### src/rtl/present_pkg.sv
// ============================================================================
//  Module      : present_pkg
//  Description : Shared widths, FSM state encoding and PRESENT cipher helper
//                functions (S-box layer, bit permutation, key schedule) used
//                by the PRESENT-128 stream wrapper and its encryption core.
//  Revision    : 1.0 - initial release
// ============================================================================
`default_nettype none

package present_pkg;

    localparam int PRESENT_BLK_W  = 64;
    localparam int PRESENT_KEY_W  = 128;
    localparam int PRESENT_WORD_W = 32;
    localparam int PRESENT_ROUNDS = 32;

    typedef enum logic [2:0] {
        FILL_HI = 3'd0,
        FILL_LO = 3'd1,
        LOAD    = 3'd2,
        WAIT    = 3'd3,
        OUT_HI  = 3'd4,
        OUT_LO  = 3'd5
    } present_state_e;

    function automatic logic [3:0] present_sbox(input logic [3:0] x);
        logic [3:0] y;
        case (x)
            4'h0: y = 4'hC;  4'h1: y = 4'h5;  4'h2: y = 4'h6;  4'h3: y = 4'hB;
            4'h4: y = 4'h9;  4'h5: y = 4'h0;  4'h6: y = 4'hA;  4'h7: y = 4'hD;
            4'h8: y = 4'h3;  4'h9: y = 4'hE;  4'hA: y = 4'hF;  4'hB: y = 4'h8;
            4'hC: y = 4'h4;  4'hD: y = 4'h7;  4'hE: y = 4'h1;  default: y = 4'h2;
        endcase
        return y;
    endfunction

    function automatic logic [PRESENT_BLK_W-1:0] present_slayer(input logic [PRESENT_BLK_W-1:0] x);
        logic [PRESENT_BLK_W-1:0] y;
        for (int n = 0; n < 16; n++) begin
            y[4*n +: 4] = present_sbox(x[4*n +: 4]);
        end
        return y;
    endfunction

    // Bit i moves to position 16*i mod 63; bit 63 stays in place.
    function automatic logic [PRESENT_BLK_W-1:0] present_player(input logic [PRESENT_BLK_W-1:0] x);
        logic [PRESENT_BLK_W-1:0] y;
        y[63] = x[63];
        for (int i = 0; i < 63; i++) begin
            y[(i * 16) % 63] = x[i];
        end
        return y;
    endfunction

    // 128-bit key schedule: rotate left 61, S-box the top two nibbles,
    // fold the round counter into bits [66:62].
    function automatic logic [PRESENT_KEY_W-1:0] present_key_update(
        input logic [PRESENT_KEY_W-1:0] k,
        input logic [4:0]               rc
    );
        logic [PRESENT_KEY_W-1:0] r;
        r          = {k[66:0], k[127:67]};
        r[127:124] = present_sbox(r[127:124]);
        r[123:120] = present_sbox(r[123:120]);
        r[66:62]   = r[66:62] ^ rc;
        return r;
    endfunction

endpackage

`default_nettype wire

### src/rtl/PRESENT_ENCRYPT.sv
// ============================================================================
//  Module      : PRESENT_ENCRYPT
//  Description : Iterative PRESENT-128 encryption core, one round per clock.
//                A load pulse captures key and plaintext; ROUNDS-1 full rounds
//                follow, then the final round-key addition, after which done
//                rises and the ciphertext is held until the next load.
//                The core has no reset; its outputs are meaningful only after
//                a load.
//  Ports       : clk_i  - clock
//                load_i - start a new block (one-cycle pulse)
//                key_i  - 128-bit cipher key, sampled on load
//                data_i - 64-bit plaintext, sampled on load
//                data_o - 64-bit ciphertext, valid while done_o is high
//                done_o - encryption complete, cleared by the next load
//  Revision    : 1.0 - initial release
// ============================================================================
`default_nettype none

module PRESENT_ENCRYPT
    import present_pkg::*;
#(
    parameter int ROUNDS = PRESENT_ROUNDS
) (
    input  logic                     clk_i,
    input  logic                     load_i,
    input  logic [PRESENT_KEY_W-1:0] key_i,
    input  logic [PRESENT_BLK_W-1:0] data_i,
    output logic [PRESENT_BLK_W-1:0] data_o,
    output logic                     done_o
);

    localparam int CNT_W = $clog2(ROUNDS + 1);

    logic [PRESENT_BLK_W-1:0] state_q;
    logic [PRESENT_BLK_W-1:0] state_d;
    logic [PRESENT_KEY_W-1:0] key_q;
    logic [PRESENT_KEY_W-1:0] key_d;
    logic [CNT_W-1:0]         cnt_q;
    logic                     run_q;
    logic                     done_q;

    assign state_d = present_player(present_slayer(state_q ^ key_q[127:64]));
    assign key_d   = present_key_update(key_q, 5'(cnt_q));

    // cnt_q holds the index of the round key currently in key_q; the last
    // index only gets the whitening XOR, no S-box/permutation.
    always_ff @(posedge clk_i) begin
        if (load_i) begin
            state_q <= data_i;
            key_q   <= key_i;
            cnt_q   <= CNT_W'(1);
            run_q   <= 1'b1;
            done_q  <= 1'b0;
        end else if (run_q) begin
            if (cnt_q == CNT_W'(ROUNDS)) begin
                state_q <= state_q ^ key_q[127:64];
                run_q   <= 1'b0;
                done_q  <= 1'b1;
            end else begin
                state_q <= state_d;
                key_q   <= key_d;
                cnt_q   <= cnt_q + CNT_W'(1);
            end
        end
    end

    assign data_o = state_q;
    assign done_o = done_q;

endmodule

`default_nettype wire

### src/rtl/present_stream_wrap.sv
// ============================================================================
//  Module      : present_stream_wrap
//  Description : Streaming wrapper around PRESENT_ENCRYPT. Assembles two
//                32-bit plaintext words (high word first) into a block, runs
//                the core, and returns the ciphertext as two 32-bit words.
//                Optional CBC chaining is compiled in with PRESENT_CBC_EN.
//  Ports       : clk, rst            - clock, async active-high reset
//                key_in, iv_in       - key / chaining IV, taken on key_load
//                key_load            - load request, honoured in FILL_HI only
//                s_data/s_valid/s_ready - plaintext word slave port
//                m_data/m_valid/m_ready - ciphertext word master port
//                busy                - high in every state except FILL_HI
//  Revision    : 1.0 - initial release
// ============================================================================
`default_nettype none

module present_stream_wrap
    import present_pkg::*;
#(
    parameter int ROUNDS = PRESENT_ROUNDS
) (
    input  logic                      clk,
    input  logic                      rst,
    input  logic [PRESENT_KEY_W-1:0]  key_in,
    input  logic [PRESENT_BLK_W-1:0]  iv_in,
    input  logic                      key_load,
    input  logic [PRESENT_WORD_W-1:0] s_data,
    input  logic                      s_valid,
    output logic                      s_ready,
    output logic [PRESENT_WORD_W-1:0] m_data,
    output logic                      m_valid,
    input  logic                      m_ready,
    output logic                      busy
);

    present_state_e            state_q;
    logic [PRESENT_KEY_W-1:0]  key_q;
    logic [PRESENT_BLK_W-1:0]  blk_q;
    logic [PRESENT_BLK_W-1:0]  ct_q;
    logic [PRESENT_WORD_W-1:0] m_data_q;
    logic                      m_valid_q;
    logic                      busy_q;
    logic                      load_q;

    logic [PRESENT_BLK_W-1:0]  core_pt;
    logic [PRESENT_BLK_W-1:0]  core_ct;
    logic                      core_done;

`ifdef PRESENT_CBC_EN
    logic [PRESENT_BLK_W-1:0]  chain_q;
    assign core_pt = blk_q ^ chain_q;
`else
    logic unused_iv;
    assign unused_iv = ^iv_in;
    assign core_pt   = blk_q;
`endif

    // key_load wins over a plaintext word offered in the same FILL_HI cycle.
    assign s_ready = ((state_q == FILL_HI) && !key_load) || (state_q == FILL_LO);

    always_ff @(posedge clk or posedge rst) begin
        if (rst) begin
            state_q   <= FILL_HI;
            key_q     <= '0;
            blk_q     <= '0;
            ct_q      <= '0;
            m_data_q  <= '0;
            m_valid_q <= 1'b0;
            busy_q    <= 1'b0;
            load_q    <= 1'b0;
`ifdef PRESENT_CBC_EN
            chain_q   <= '0;
`endif
        end else begin
            case (state_q)
                FILL_HI: begin
                    if (key_load) begin
                        key_q   <= key_in;
`ifdef PRESENT_CBC_EN
                        chain_q <= iv_in;
`endif
                    end else if (s_valid) begin
                        blk_q[63:32] <= s_data;
                        busy_q       <= 1'b1;
                        state_q      <= FILL_LO;
                    end
                end
                FILL_LO: begin
                    if (s_valid) begin
                        blk_q[31:0] <= s_data;
                        load_q      <= 1'b1;
                        state_q     <= LOAD;
                    end
                end
                LOAD: begin
                    load_q  <= 1'b0;
                    state_q <= WAIT;
                end
                WAIT: begin
                    // The load edge cleared core_done, so this is the new block.
                    if (core_done) begin
                        ct_q      <= core_ct;
                        m_data_q  <= core_ct[63:32];
                        m_valid_q <= 1'b1;
                        state_q   <= OUT_HI;
                    end
                end
                OUT_HI: begin
                    if (m_ready) begin
                        m_data_q <= ct_q[31:0];
                        state_q  <= OUT_LO;
                    end
                end
                OUT_LO: begin
                    if (m_ready) begin
                        m_valid_q <= 1'b0;
                        busy_q    <= 1'b0;
                        state_q   <= FILL_HI;
`ifdef PRESENT_CBC_EN
                        chain_q   <= ct_q;
`endif
                    end
                end
                default: begin
                    state_q <= FILL_HI;
                end
            endcase
        end
    end

    assign m_data  = m_data_q;
    assign m_valid = m_valid_q;
    assign busy    = busy_q;

    PRESENT_ENCRYPT #(
        .ROUNDS (ROUNDS)
    ) u_core (
        .clk_i  (clk),
        .load_i (load_q),
        .key_i  (key_q),
        .data_i (core_pt),
        .data_o (core_ct),
        .done_o (core_done)
    );

endmodule

`default_nettype wire

### config.mk
export PLATFORM = sky130hd
export DESIGN_NAME = present_stream_wrap
export DESIGN_NICKNAME = d
export VERILOG_FILES = /design/src/rtl/present_pkg.sv /design/src/rtl/PRESENT_ENCRYPT.sv /design/src/rtl/present_stream_wrap.sv
export SDC_FILE = /design/constraint.sdc
export NUM_CORES = 1
export LEC_CHECK = 0
export ABC_CLOCK_PERIOD_IN_PS = 18500
export CORE_MARGIN = 1
export CORE_UTILIZATION = 60
export DETAILED_ROUTE_END_ITERATION = 10
export PLACE_DENSITY = 0.84
export RECOVER_POWER = 50
export SLEW_MARGIN = 20
export SYNTH_ARGS = -nofsm -noshare
export SYNTH_HDL_FRONTEND = slang
export SYNTH_HIERARCHICAL = 1
export SYNTH_SLANG_ARGS = --single-unit
### constraint.sdc
create_clock -name clk -period 18.5 [get_ports clk]
set_input_delay 3.7 -clock clk [delete_from_list [all_inputs] [get_ports clk]]
set_output_delay 3.7 -clock clk [all_outputs]
set_load 0.1 [all_outputs]
### Word level (Yosys, flattened, before mapping)

Memory sizes are Yosys's and may differ from the RTL's. A register that Yosys moved wholly into a read port is not among the register bits.
Cells that the tools add are included.
W data, S select, Z words.

| word-level totals | value |
|---|---|
| flip-flop bits (word level) | 462 |
| memory bits (read-only) | 1,152 |
| input port bits | 229 |
| output and inout port bits | 35 |
| logic and storage cells | 98 |
| memories kept | 18 |

| operators by class | value |
|---|---|
| add/subtract/negate cells | 1 |
| equality and inequality tests | 13 |
| muxes and demuxes | 27 |
| bitwise operators | 4 |
| reductions and logical operators | 21 |

Memory list:

| name | depth | bits a word | rd ports | clocked after Yosys merged registers in | wr ports | RTL line | RTL |
|---|---|---|---|---|---|---|---|
| (no name shown) | 16 | 4 | 1 | 1 | 0 | present_pkg.sv:28 | `case (x)` |
| (no name shown) | 16 | 4 | 1 | 1 | 0 | present_pkg.sv:28 |  |
| (no name shown) | 16 | 4 | 1 | 0 | 0 | present_pkg.sv:28 |  |
| (no name shown) | 16 | 4 | 1 | 0 | 0 | present_pkg.sv:28 |  |
| (no name shown) | 16 | 4 | 1 | 0 | 0 | present_pkg.sv:28 |  |
| (no name shown) | 16 | 4 | 1 | 0 | 0 | present_pkg.sv:28 |  |
| +12 memories | -- | -- | -- | -- | -- | -- |  |

Operators with widths:

| operator | number |
|---|---|
| $mux W128 | 3 |
| $mux W64 | 3 |
| $mux W32 | 2 |
| $pmux W32 S2 | 1 |
| $xor A64 B64 Y64 | 1 |
| $mux W3 | 6 |
| $pmux W3 S6 | 1 |
| $reduce_and A2 Y1 | 7 |
| $ne A2 B2 Y1 const B | 6 |
| $reduce_bool A2 Y1 | 5 |
| $reduce_and A3 Y1 | 3 |
| $mux W4 | 2 |
| $add A6 B1 Y6 const B | 1 |
| $eq A3 B2 Y1 const B | 2 |
| $eq A3 B3 Y1 const B | 2 |
| $eq A6 B6 Y1 const B | 1 |
| $mux W1 | 6 |
| $pmux W1 S2 | 3 |
| $reduce_and A6 Y1 | 1 |
| $xor A5 B5 Y5 | 1 |
| $reduce_and A4 Y1 | 1 |
| $eq A3 B1 Y1 const B | 1 |
| $logic_not A3 Y1 | 1 |
| $ne A2 B1 Y1 const B | 1 |
| 4 further kinds | 5 |

### Longest topological paths before layout

Gate-level depths: netlist (run 1).

| logic depth | value |
|---|---|
| depth in word-level cells | 5 |
| mapped depth | 11 |
| gate-level depth less buffers | 10 |

### Modules after synthesis

The synthesis (run 1) kept the hierarchy.

Modules (own cells, without submodules):

| module | instances | cells an instance | area an instance (um^2) | sequential area each (um^2) |
|---|---|---|---|---|
| PRESENT_ENCRYPT | 1 | 1,029 | 12,869.8 | 6,085.8 |
| present_stream_wrap | 1 | 617 | 10,421.2 | 6,556.3 |

### Worst setup path after synthesis (run 1)

Ideal clock, no wire load.

| path | value |
|---|---|
| kind | input port to output port |
| from | input port key_load |
| to | output port s_ready |
| arrival | 5.887 ns |
| required time | 14.800 ns |
| path slack | 8.913 ns |
| cell stages on the path | 1 |
| path buffers | 0 |
| cell sequence | a21boi_0 |

| on the way | value |
|---|---|
| longest elaborated chain between the ends | 3 |

Ends and longest elaborated chain:

| element | RTL line | RTL |
|---|---|---|
| from (decl) | present_stream_wrap.sv:26 | `input logic key_load,` |
| $logic_not A1 Y1 | present_stream_wrap.sv:59 | `assign s_ready = ((state_q == FILL_HI) && !key_load) \|\| (state_q == FILL_LO);` |
| $logic_and A1 B1 Y1 | present_stream_wrap.sv:59 |  |
| $logic_or A1 B1 Y1 | present_stream_wrap.sv:59 |  |
| to (decl) | present_stream_wrap.sv:29 | `output logic s_ready,` |

Every way passes these cells.

### Worst setup path after layout (run 1)

| path | value |
|---|---|
| from | register load_q |
| to | register u_core.key_q[101] (enable) |

| on the way | value |
|---|---|
| longest elaborated chain between the ends | 2 |
| elaborated cells between the ends (all ways) | 3 |

Ends and longest elaborated chain:

| element | RTL line | RTL |
|---|---|---|
| from (decl) | present_stream_wrap.sv:43 | `logic load_q;` |
| from (signal assigned) | present_stream_wrap.sv:70 | `load_q <= 1'b0;` |
| from (signal assigned) | present_stream_wrap.sv:91 | `load_q <= 1'b1;` |
| from (signal assigned) | present_stream_wrap.sv:96 | `load_q <= 1'b0;` |
| $ne A2 B2 Y1 (no line) or $reduce_bool A2 Y1 (tied branches) | -- |  |
| $reduce_and A2 Y1 (no line) (*) | -- |  |
| to (signal assigned) | PRESENT_ENCRYPT.sv:50 | `key_q <= key_i;` |
| to (signal assigned) | PRESENT_ENCRYPT.sv:61 | `key_q <= key_d;` |
| to (decl) | PRESENT_ENCRYPT.sv:36 | `logic [PRESENT_KEY_W-1:0] key_q;` |

Every way passes the cells marked *; elsewhere a longest branch is shown, timed or not.
A chain may end at the register's enable or synchronous reset.

==> results.yml, run 1 <==
drt:
  ant_nets: 0
  drt-pass1-iter-count: 5
  viasPerCell: 5.85
  drt-initial-drc-count: 1136
  drc: 0
  finalWirelength_um: 54500
  vias: 13900
  highest_layer: "met5"
  wl_met3_um: 3350
  wl_per_cell_um: 22.9
  wl_met1_um: 23000
  dr_wl_met2_um: 26400
grt:
  grt_pass1_wl_um: 83500
  grt_overflow_total: 0
  grt_pass1_vias: 14400
  antenna_found_initial: 3
  grt_max_degree: 124
  track_usage_pct: 28.4
clock_tree:
  cts_buffer_depth: 3
  cts_root_buf: "clkbuf_16"
  cts_tree: "yes"
  clkTransAtPathRegs_ps: 60
  postCtsResizedCells: 0
  cts.sinks: 470
  cts_hold_buf: 0
  cts_setup_buffers: 0
  numCtsBuffers: 48
  htreeDepth: 2
  clkLatencyLatePin_ps: 600
worst_setup_path:
  rr_startpoint: "load_q$_DFFE_PP0P_"
  cp_top_family: "buffers and inverters"
  path_depth: 4
  reg2reg_depth: 4
  slowest_stage: "clkbuf_1"
  worst-setup-path-type: "register to register"
  crit_chain: "nor2_1 -> a31oi_1 -> clkbuf_1 -> clkbuf_1"
  crit_arrival_ps: 9740
  slowest_delay_ps: 3010
  required_ps: 18600
  reg2reg_to: "u_core/key_q[101]$_DFFE_PN_"
  crit_buf_inv: 2
  cpMostUsedCell: "clkbuf_1"
  start_kind: "register"
  end_kind: "register"
  reg2reg_slack_ps: 8860
  path_max_fanout: 80
yosys:
  synth_top_family_by_area: "multiplexers"
  synthCells: 1646
  synth_top_area_share_pct: 28.1
  synth_flop_cell: "dfrtp_1"
  ys_types: 53
  yosysWarnings: 6
  ys_seq_area_share_pct: 54.3
  synthMuxAreaShare_pct: 26.8
  yosys.area_share.simple_pct: 2.93
  synth_compound_area_share_pct: 3.85
  syn_area_per_cell_um2: 14.2
  synth_area_leader_cell: "dfrtp_1"
  ys_async_sr_fraction_pct: 55.7
  yosys_register_bits: 470
  synthTopCellsByArea: "dfrtp_1, edfxtp_1, mux2_2"
  synth_area_um2: 23300
  synthAdderAreaFrac_pct: 4.94
  synthXorXnorAreaFrac_pct: 3.68
  syn-num-nets: 1967
  synth_edf_count: 192
sta:
  setup_viol: 0
  fmax_mhz: 104
  final_max_slew_viol_count: 750
  rsz0062_at_grt: "false"
  tightest_slew_ps: 5580
  finClkSkew_ps: 23.8
  min_period_ps: 9640
  hold_viol: 0
  hold-worst-slack_ps: 502
  fin_crit_sh_pct: 52.1
  final.setup.tns_ps: 0
  max_slew_margin_pct: -274
power_and_ir_drop:
  p_leak_nw: 11.9
  power.density_nw_per_um2: 194
  p_total_w: 0.00525
  irDropWorstVdd_v: 0.000153
floorplanning:
  die_w_um: 199
  die_h_um: 199
  rows: 71
  initial_core_util_pct: 61.4
  core_area_um2: 37900
  dieArea_um2: 39600
  io_pins: 264
hold_path:
  whs_endpoint: "key_q[2]$_DFFE_PP0P_"
  whs_path_depth: 1
  min_from: "key_q[2]$_DFFE_PP0P_"
  hold_class: "register to register"
finish:
  multi_input_area_um2: 9780
  num_antenna_cells: 0
  n_fill_cell: 2581
  regArea_um2: 12600
  nets: 2154
  drive_gt1_share_pct: 28.7
  synthToLayoutAreaGrowth_pct: 16.4
status:
  status: "finished, violations left"
  violations: "max-capacitance violations, max-slew violations"
place:
  gp_congestion: 0.874
  port_buffers: 199
  dp_hpwl_um: 37300
run:
  drv_cap: 11
## how the worst max path moves through the flow
stage	slack (ps)	end	start
finish	8860	u_core/key_q[101]$_DFFE_PN_	load_q$_DFFE_PP0P_
global route	8120	u_core/key_q[101]$_DFFE_PN_	load_q$_DFFE_PP0P_
CTS	9300	s_ready	key_load
detailed placement	9310	s_ready	key_load
global placement	9290	s_ready	key_load
floorplan	7590	blk_q[0]$_DFFE_PP0P_	rst
## metrics by stage
stage / instance area [um2] / cells / utilization (%) / worst slack, ps
6_report: 27100 / 2384 / 71.5 / 8860
5_1_grt: 27100 / 2384 / 71.5 / 8120
4_1_cts: 27200 / 2383 / 71.6 / 9300
3_5_place_dp: 25600 / 2293 / 67.4 / 9310
3_3_place_gp: 25600 / 2293 / 67.4 / 9290
2_1_floorplan: 23300 / 1646 / - / 7590
## where the power goes
group,switching [W],total [W],internal (W)
Combinational,0.00119,0.00232,0.00113
Sequential,0.000332,0.00194,0.00161
Clock,0.000409,0.000990,0.000582
## placed cells by master, fill, tap and decap left out, types with 6 or more instances in the layout
master,Yosys,routed
edfxtp_1,192,192
clkbuf_1,16,20
clkinv_2,0,10
ha_1,92,92
a21oi_1,47,47
xor2_1,43,43
mux4_2,31,31
mux2i_1,50,51
clkinv_1,0,7
nor2_1,42,42
clkbuf_16,0,51
clkdlybuf4s50_1,0,196
mux2_1,2,13
nand2_1,72,73
inv_1,92,90
mux2_2,393,382
o21ai_1,19,6
a31oi_1,5,6
xnor2_1,53,53
a211oi_1,21,21
a21o_1,8,8
dfrtp_1,262,262
o21ai_0,43,56
dfxtp_1,16,16
mux2_4,32,32
nor3_1,11,11
## registers in the layout, summed over array words and instances (netlist names), 3 cells and up
name / flops
u_core/data_o: 64
state_q: 3
key_q: 128
m_data: 32
u_core/key_q: 128
u_core/cnt_q: 6
blk_q: 64
ct_q: 32
u_core/key_d: 8
## final cells by class
class	count	area share (%)
Multi-Input combinational cell	1006	36.1
Inverter	94	1.31
Clock buffer	65	4.97
Timing Repair Buffer	213	7.70
Tap cell	511	2.36
Clock inverter	25	0.951
Sequential cell	470	46.6
## kinds of logic after synthesis
logic type	Yosys count
mux	513
xor+xnor	97
flops	470
buf+inv	170
compound gates	153
simple gates	151
fa+ha+maj	92
## synthesized netlist by cell type (3+ instances only)
cell type,count
mux2_2,393
dfrtp_1,262
edfxtp_1,192
ha_1,92
inv_1,92
nand2_1,72
xnor2_1,53
mux2i_1,50
a21oi_1,47
o21ai_0,43
xor2_1,43
nor2_1,42
mux2_4,32
mux4_2,31
a211oi_1,21
o21ai_1,19
buf_2,17
clkbuf_1,16
dfxtp_1,16
buf_4,15
buf_1,13
buf_6,13
nor3_1,11
a21o_1,8
a31oi_1,5
nand2b_1,5
mux2i_4,4
nand3_1,4
and3_1,3
nor3b_1,3
## layer usage
metal	vias up	track usage [%]
li1	6286	-
met4	2	10.5
met5	-	0
met3	96	4.24
met2	446	46.8
met1	7112	38.3
## worst register-to-register path: stages, from the launching register on
cell	delay, ps
dfrtp_1	2260
nor2_1	390
a31oi_1	910
clkbuf_1	2480
clkbuf_1	3050
Note: power is estimated with default switching activity, not from simulation.
==> inputs of run 2 (changes only) <==
Settings changed: ABC_CLOCK_PERIOD_IN_PS 18500 to 10050, CORE_UTILIZATION 60 to 57, PLACE_DENSITY 0.84 to 0.81.
Clock period 18.5 ns to 10.05 ns, I/O delays scaled along.
==> run 2 against run 1 <==
Clock-buffer cell count grew 3. Fmax grew 51%. Flip-flop and latch count is the same. Highest routed layer unchanged. The run still ends with max-capacitance violations, max-slew violations left.
==> results.yml, run 2 (synthesis results as in run 1) <==
clock_tree:
  postCtsResizedCells: 0
  clkTransAtPathRegs_ps: 60
  cts_setup_buffers: 0
  cts.sinks: 470
  cts_hold_buf: 0
  htreeDepth: 2
  cts_tree: "yes"
  numCtsBuffers: 48
  cts_root_buf: "clkbuf_16"
  cts_buffer_depth: 3
  clkLatencyLatePin_ps: 590
drt:
  finalWirelength_um: 54200
  vias: 13800
  viasPerCell: 5.77
  drc: 0
  dr_wl_met2_um: 25400
  drt-pass1-iter-count: 5
  ant_nets: 0
  drt-initial-drc-count: 999
  highest_layer: "met5"
  wl_per_cell_um: 22.6
  wl_met1_um: 22900
  wl_met3_um: 3630
worst_setup_path:
  reg2reg_slack_ps: 3680
  start_kind: "register"
  worst-setup-path-type: "register to register"
  required_ps: 10230
  path_max_fanout: 84
  reg2reg_depth: 9
  end_kind: "register"
  crit_arrival_ps: 6550
grt:
  grt_pass1_vias: 14700
  track_usage_pct: 26.9
  grt_overflow_total: 0
  antenna_found_initial: 6
  grt_max_degree: 155
  grt_pass1_wl_um: 84000
sta:
  hold-worst-slack_ps: 488
  fin_crit_sh_pct: 63.4
  max_slew_margin_pct: -228
  finClkSkew_ps: 17.0
  hold_viol: 0
  final.setup.tns_ps: 0
  setup_viol: 0
  fmax_mhz: 157
  tightest_slew_ps: 4890
  rsz0062_at_grt: "false"
  min_period_ps: 6370
  final_max_slew_viol_count: 672
floorplanning:
  die_h_um: 204
  initial_core_util_pct: 58.2
  io_pins: 264
  core_area_um2: 40000
  dieArea_um2: 41700
  die_w_um: 204
  rows: 73
finish:
  nets: 2152
  drive_gt1_share_pct: 26.9
  final_common_cell: "mux2_2"
  synthToLayoutAreaGrowth_pct: 15.9
  top_regs: "key_q x128, u_core/key_q x128"
  final_cell_mix: "mux2_2, dfrtp_1, clkdlybuf4s50_1"
  stdcell_count: 2396
  num_antenna_cells: 0
power_and_ir_drop:
  seqPwrFrac_pct: 36.6
  p_sw_w: 0.00354
  power.internal_w: 0.00613
  power_frac_comb_pct: 44.5
  irDropWorstVdd_v: 0.000191
  p_total_w: 0.00967
  switching_share_pct: 36.6
  power.density_nw_per_um2: 358
  clock_power_share_pct: 18.9
  p_leak_nw: 11.9
place:
  port_buffers: 199
  dp_hpwl_um: 37400
  gp_congestion: 0.881
  place_inst: 2306
status:
  status: "finished, violations left"
  violations: "max-capacitance violations, max-slew violations"
hold_path:
  hold_class: "register to register"
  whs_path_depth: 1
run:
  drv_cap: 11
==> run 2: cell types whose count changed in the layout (fill, tap and decap cells not counted), moves of 2 or more <==
cell      delta
buf_4        -2
o21ai_0      +4
mux2_2       -3
mux2_4      -29
clkbuf_8     +4
mux2_1      +32
o21ai_1      -4
==> run 2: critical path, stage by stage (launching register included) <==
cell      delay (ps)
dfxtp_1          430
inv_1            110
ha_1             200
nor3b_1          160
nand3b_1         190
clkbuf_1        1100
clkbuf_1        2790
nand2_1          400
o21ai_0          370
o21ai_0          150
==> run 2: metrics by stage <==
stage               util [%]  cell area [um2]  setup slack (ps)
floorplan                  -            23300               828
global placement        63.9            25600              4220
detailed placement      63.9            25600              4220
CTS                     68.0            27200              4220
global route            67.5            27000              3250
finish                  67.5            27000              3680
==> run 2: routing by layer <==
metal	vias to the layer above	GRT usage (%)
li1	6268	-
met1	7004	35.9
met2	423	43.0
met3	124	5.68
met4	6	10.6
met5	-	0
==> run 2: path summary, 6_finish.rpt <==
| path | from | endpoint |
|---|---|---|
| hold / removal | m_data[20]$_DFFE_PP0P_ | m_data[20]$_DFFE_PP0P_ |
| setup reg to reg | u_core/cnt_q[0]$_SDFFE_PP1P_ | u_core/data_o[25]$_DFFE_PN_ |
| min in group asynchronous | rst | key_q[82]$_DFFE_PP0P_ |
| setup / recovery | u_core/cnt_q[0]$_SDFFE_PP1P_ | u_core/data_o[25]$_DFFE_PN_ |
| max in group asynchronous | rst | blk_q[33]$_DFFE_PP0P_ |
| hold reg to reg | m_data[20]$_DFFE_PP0P_ | m_data[20]$_DFFE_PP0P_ |
==> run 2: final cells by class <==
class / instances / area (um2)
flip-flops and latches: 470 / 12600
inverters: 94 / 355
repair buffers: 211 / 2060
well taps: 525 / 657
fillers: 2820 / 13000
clock inverters: 22 / 219
multi-input cells: 1006 / 9660
clock buffers: 68 / 1400
==> run 2: power groups by stage <==
stage	registers, W	logic (W)	clock network, W
after floorplan	0.00330	0.00320	0
after global placement	0.00354	0.00399	0
after detailed placement	0.00356	0.00421	0
after CTS	0.00354	0.00425	0.00186
after global routing	0.00361	0.00466	0.00193
final	0.00354	0.00431	0.00183
